==> src/rtl/ariane_soc_pkg.sv <==
// SoC-wide constants for the AES key fetch path: key count, ROM2 key base and fetch FSM states.
package ariane_soc;

  localparam int unsigned NumAESKeys  = 6;
  localparam logic [31:0] Rom2KeyBase = 32'h0000_0000;

  typedef enum logic [2:0] {
    StIdle,
    StFetch,
    StDrain,
    StDone,
    StErr
  } key_fetch_state_e;

endpackage

==> src/rtl/key_word_cnt.sv <==
// Key word counter: counts 0..Max-1 while enabled, wraps to 0, flags the terminal count.
module key_word_cnt #(
  parameter int unsigned Max   = 6,
  parameter int unsigned Width = (Max > 1) ? $clog2(Max) : 1
) (
  input  logic             clk_i,
  input  logic             rst_ni,
  input  logic             clr_i,
  input  logic             en_i,
  output logic [Width-1:0] cnt_o,
  output logic             tc_o
);

  logic [Width-1:0] cnt_d, cnt_q;

  assign tc_o  = (cnt_q == Width'(Max - 1));
  assign cnt_o = cnt_q;

  always_comb begin
    cnt_d = cnt_q;
    if (clr_i) begin
      cnt_d = '0;
    end else if (en_i) begin
      cnt_d = tc_o ? '0 : cnt_q + 1'b1;
    end
  end

  always_ff @(posedge clk_i or negedge rst_ni) begin
    if (!rst_ni) begin
      cnt_q <= '0;
    end else begin
      cnt_q <= cnt_d;
    end
  end

endmodule

==> src/rtl/aes_key_fetch.sv <==
// Fetches one AES key (KEY_WORDS x 32 bit) from ROM2 for a peripheral key-table location.
// Optional AES_KEY_FETCH_SCRUB_EN clears key_o the cycle after the key_valid_o pulse.
module aes_key_fetch
  import ariane_soc::*;
#(
  parameter int unsigned KEY_WORDS = 6,
  parameter int unsigned NUM_KEYS  = ariane_soc::NumAESKeys
) (
  input  logic                    clk_i,
  input  logic                    rst_ni,
  input  logic                    req_i,
  input  logic [31:0]             pkey_loc_i,
  output logic                    busy_o,
  output logic                    rom_req_o,
  output logic [31:0]             rom_addr_o,
  input  logic [31:0]             rom_rdata_i,
  output logic [KEY_WORDS*32-1:0] key_o,
  output logic                    key_valid_o,
  output logic                    err_o
);

  localparam int unsigned CntW = (KEY_WORDS > 1) ? $clog2(KEY_WORDS) : 1;

  key_fetch_state_e state_d, state_q;

  logic [CntW-1:0]                cnt;
  logic                           cnt_tc;
  logic                           cnt_clr;
  logic                           cnt_en;
  logic                           in_range;
  logic                           accept;
  logic                           reject;
  logic [31:0]                    loc_q;
  logic                           wr_en_q;
  logic [CntW-1:0]                wr_idx_q;
  logic [KEY_WORDS-1:0][31:0]     key_q;

  key_word_cnt #(
    .Max   (KEY_WORDS),
    .Width (CntW)
  ) u_key_word_cnt (
    .clk_i  (clk_i),
    .rst_ni (rst_ni),
    .clr_i  (cnt_clr),
    .en_i   (cnt_en),
    .cnt_o  (cnt),
    .tc_o   (cnt_tc)
  );

  // Range check gates the capture, so the address multiply never sees an out-of-range location.
  assign in_range = (pkey_loc_i < 32'(NUM_KEYS));
  assign accept   = (state_q == StIdle) && req_i && in_range;
  assign reject   = (state_q == StIdle) && req_i && !in_range;

  always_comb begin
    state_d = state_q;
    cnt_clr = 1'b0;
    cnt_en  = 1'b0;
    unique case (state_q)
      StIdle: begin
        if (accept) begin
          state_d = StFetch;
          cnt_clr = 1'b1;
        end else if (reject) begin
          state_d = StErr;
        end
      end
      StFetch: begin
        cnt_en = 1'b1;
        if (cnt_tc) state_d = StDrain;
      end
      StDrain: state_d = StDone;
      StDone:  state_d = StIdle;
      StErr:   state_d = StIdle;
      default: state_d = StIdle;
    endcase
  end

  always_ff @(posedge clk_i or negedge rst_ni) begin
    if (!rst_ni) begin
      state_q <= StIdle;
    end else begin
      state_q <= state_d;
    end
  end

  // ROM data returns one cycle after issue; wr_idx_q remembers which word it belongs to.
  always_ff @(posedge clk_i or negedge rst_ni) begin
    if (!rst_ni) begin
      loc_q    <= '0;
      wr_en_q  <= 1'b0;
      wr_idx_q <= '0;
      key_q    <= '0;
    end else begin
      wr_en_q  <= (state_q == StFetch);
      wr_idx_q <= cnt;
      if (accept) begin
        loc_q <= pkey_loc_i;
        key_q <= '0;
      end
      if (reject) begin
        key_q <= '0;
      end
      if (wr_en_q) begin
        key_q[wr_idx_q] <= rom_rdata_i;
      end
`ifdef AES_KEY_FETCH_SCRUB_EN
      if (state_q == StDone) begin
        key_q <= '0;
      end
`endif
    end
  end

  assign busy_o      = (state_q != StIdle);
  assign rom_req_o   = (state_q == StFetch);
  assign rom_addr_o  = rom_req_o ? (Rom2KeyBase + loc_q * 32'(KEY_WORDS) + 32'(cnt)) : 32'h0;
  assign key_o       = key_q;
  assign key_valid_o = (state_q == StDone);
  assign err_o       = (state_q == StErr);

endmodule

==> config.mk <==
export PLATFORM = sky130hd
export DESIGN_NAME = aes_key_fetch
export DESIGN_NICKNAME = d
export VERILOG_FILES = /design/src/rtl/ariane_soc_pkg.sv /design/src/rtl/key_word_cnt.sv /design/src/rtl/aes_key_fetch.sv
export SDC_FILE = /design/constraint.sdc
export NUM_CORES = 1
export LEC_CHECK = 0
export CAP_MARGIN = 20
export CORE_MARGIN = 4
export CORE_UTILIZATION = 40
export DETAILED_ROUTE_END_ITERATION = 6
export PLACE_DENSITY_LB_ADDON = 0.15
export SYNTH_ARGS = -nofsm -noshare
export SYNTH_HDL_FRONTEND = slang
export SYNTH_SLANG_ARGS = --single-unit
==> constraint.sdc <==
create_clock -name clk_i -period 6.8 [get_ports clk_i]
set_clock_uncertainty 0.05 [all_clocks]
set_input_delay 1.36 -clock clk_i [delete_from_list [all_inputs] [get_ports clk_i]]
set_output_delay 1.36 -clock clk_i [all_outputs]
set_load 0.05 [all_outputs]
==> flow_summary_export.csv <==
group,metric,value,unit
place,io_buffers,294,
pwr,p_sw,0.652,mW
worst_setup_path,worstSetupEndpointType,"primary output",
floorplanning,row_count,61,
finish,area_growth,35.8,%
pwr,peakVddDrop,0.160,mV
grt,grt_pass1_vias,9971,
grt,grt_max_degree,149,
drt,dr.max_layer_used,"met4",
drt,wl_met3,1.96,mm
finish,nFillCells,2598,
finish,regArea,5830,µm²
sta,hold_violations,0,
drt,drtPass1Iterations,7,
floorplanning,core,28100,µm²
hold_path,hp-class,"flip-flop to flip-flop",
floorplanning,die_width,178,µm
grt,grt_usage,21.6,%
synthesis,synth_edf_count,0,
synthesis,async_flop_share,100,%
worst_setup_path,cp_max_fo,8,
pwr,power_frac_clock,47.7,%
pwr,power.density,184,nW/µm²
finish,multi_input_area,5390,µm²
sta,finalCritPeriodShare,95.3,%
floorplanning,pin_count,295,
floorplanning,die_area,31600,µm²
synthesis,ys_seq_area_share,50.6,%
cts,post_cts_buffers,0,
drt,drc,0,
grt,grt_pass1_wl,55.4,mm
drt,wl_per_cell,17.6,µm
finish,layout-drive-gt1-share,4.53,%
drt,wl_met2,15.8,mm
grt,antenna_found_initial,1,
drt,first_iter_violations,724,
synthesis,syn_nets,1436,
floorplanning,initial_core_util,41.0,%
sta,slew_headroom,39.4,%
cts,cts-resized-gates,0,
worst_setup_path,arrival,5070,ps
cts,h-tree-depth,1,
drt,routed_wl,35.0,mm
drt,num_vias,10200,
finish,layout_commonest_cell,"nand2_1",
cts,cts_hold_buf,0,
worst_setup_path,crit_type,"flip-flop to primary output",
synthesis,yosysWarnings,0,
pwr,p_seq_share,48.1,%
synthesis,synth-main-ff-cell,"dfrtp_1",
worst_setup_path,critPathRequiredTime,5390,ps
sta,finalSetupViolations,0,
place,dp_hpwl,24.8,mm
grt,overflow,0,
pwr,total_power,2.89,mW
synthesis,avgSynthCellArea,8.62,µm²
cts,cts_tree,"built",
drt,drt-met1-wl,16.2,mm
status,outcome,"completed",
cts,clk_pin_slew,60,ps
cts,cts_root_buf,"clkbuf_16",
pwr,combPwrFrac,4.2,%
floorplanning,die_height,178,µm
sta,final.setup.tns,0,ps
synthesis,synth_cell_type_count,67,
finish,final_cell_mix,"nand2_1, clkdlybuf4s50_1, dfrtp_1, o21ai_0, nor2_1",
finish,final_nets,1696,
pwr,p_int,2.23,mW
sta,fmax,154,MHz
pwr,p_sw_share,22.6,%
drt,drtAntennaViolNets,0,
cts,tritoncts.num_buffers,27,
flow_run,drv_cap,0,
synthesis,synth_area,11500,µm²
cts,clock-sinks,233,
drt,viasPerCell,5.10,
sta,fin_crit,6480,ps
worst_setup_path,start_kind,"flip-flop",
pwr,p_leak,6.55,nW
synthesis,synth_seq_cells,233,
cts,clk_latency,540,ps
cts,cts_max_path_buffers,3,
sta,worst_pin_slew,909,ps
place,place.gp.congestion,0.898,
sta,final_max_slew_viol_count,0,
synthesis,syn_inst,1336,
sta,rsz0062_at_grt,"false",
==> cells in the mapped netlist, types with 11 or more instances <==
cell        n  area, µm²
a21oi_1    39        195
clkbuf_1   64        240
dfrtp_1   233       5830
ha_1       31        388
inv_1      15       56.3
nand2_1   429       1610
nand3_1    11       55.1
nor2_1     56        210
nor2b_1    34        213
nor3_1     14       70.1
o21ai_0   211       1060
xnor2_1    29        254
xor2_1     16        140
==> metal layers <==
metal,GRT usage (%),up-vias
li1,-,5029
met1,31.0,4804
met2,33.9,282
met3,3.45,50
met4,6.25,0
met5,0,-
==> flip-flops by register name, summed over array words and instances (netlist names) <==
name / flops
state_q: 3
u_key_word_cnt.cnt_o: 3
wr_idx_q: 3
key_o: 192
loc_q: 31
wr_en_q: 1
==> worst max-delay path: stages (launching register included) <==
cell and delay, ps:
dfrtp_1 380, ha_1 190, inv_1 60, fa_1 400
nand2b_1 190, a211oi_2 360, o21a_1 260, nor4_1 70
nor4bb_1 590, nand4_2 190, nor4_4 350, nand4_2 210
or2_2 310, a21oi_1 140, clkdlybuf4s50_1 820
==> cell type report <==
class                           count  share of cell area [%]
Timing Repair Buffer              306                    19.6
Tap cell                          378                    3.02
Antenna cell                        1                  0.0160
Multi-Input combinational cell   1012                    34.4
Clock inverter                      6                   0.520
Clock buffer                       40                    4.82
Sequential cell                   233                    37.3
Inverter                           16                   0.384
==> cells by family after synthesis <==
group | after synthesis | synth area share [%]
flops | 233 | 50.6
compound gates | 316 | 15.6
xor+xnor | 45 | 3.42
buf+inv | 91 | 3.08
fa+ha+maj | 33 | 3.71
mux | 3 | 0.272
simple gates | 615 | 23.3
==> power groups by stage <==
stage / Combinational [mW] / Clock, mW / Sequential, mW
after floorplan: 0.0259 / 0 / 1.41
after global placement: 0.124 / 0 / 1.41
after detailed placement: 0.124 / 0 / 1.41
after CTS: 0.124 / 1.41 / 1.39
after global routing: 0.133 / 1.47 / 1.39
final: 0.122 / 1.38 / 1.39
==> stage by stage <==
stage / cell area, µm² / setup slack, ps / hold WS [ps] / util, % / std cells
after global routing: 15700 / 13.5 / 420 / 55.7 / 1992
final: 15700 / 322 / 397 / 55.7 / 1992
after global placement: 14800 / 870 / 389 / 52.7 / 1944
after floorplan: 11500 / 1520 / 362 / - / 1336
after CTS: 15600 / 201 / 401 / 55.6 / 1990
after detailed placement: 14800 / 843 / 391 / 52.7 / 1944
==> final timing paths <==
path / start / to / slack, ps / cells after the start
max: loc_q[1] / rom_addr_o[29] / 320 / 14
min: u_key_word_cnt.cnt_o[0] / wr_idx_q[0] / 400 / 0
max reg2reg: state_q[0] / u_key_word_cnt.cnt_o[2] / 4300 / 9
min reg2reg: u_key_word_cnt.cnt_o[0] / wr_idx_q[0] / 400 / 0
max in group asynchronous: rst_ni / key_o[94] / 4490 / 2
min in group asynchronous: rst_ni / key_o[103] / 760 / 1
(Power assumes the default switching activity.)
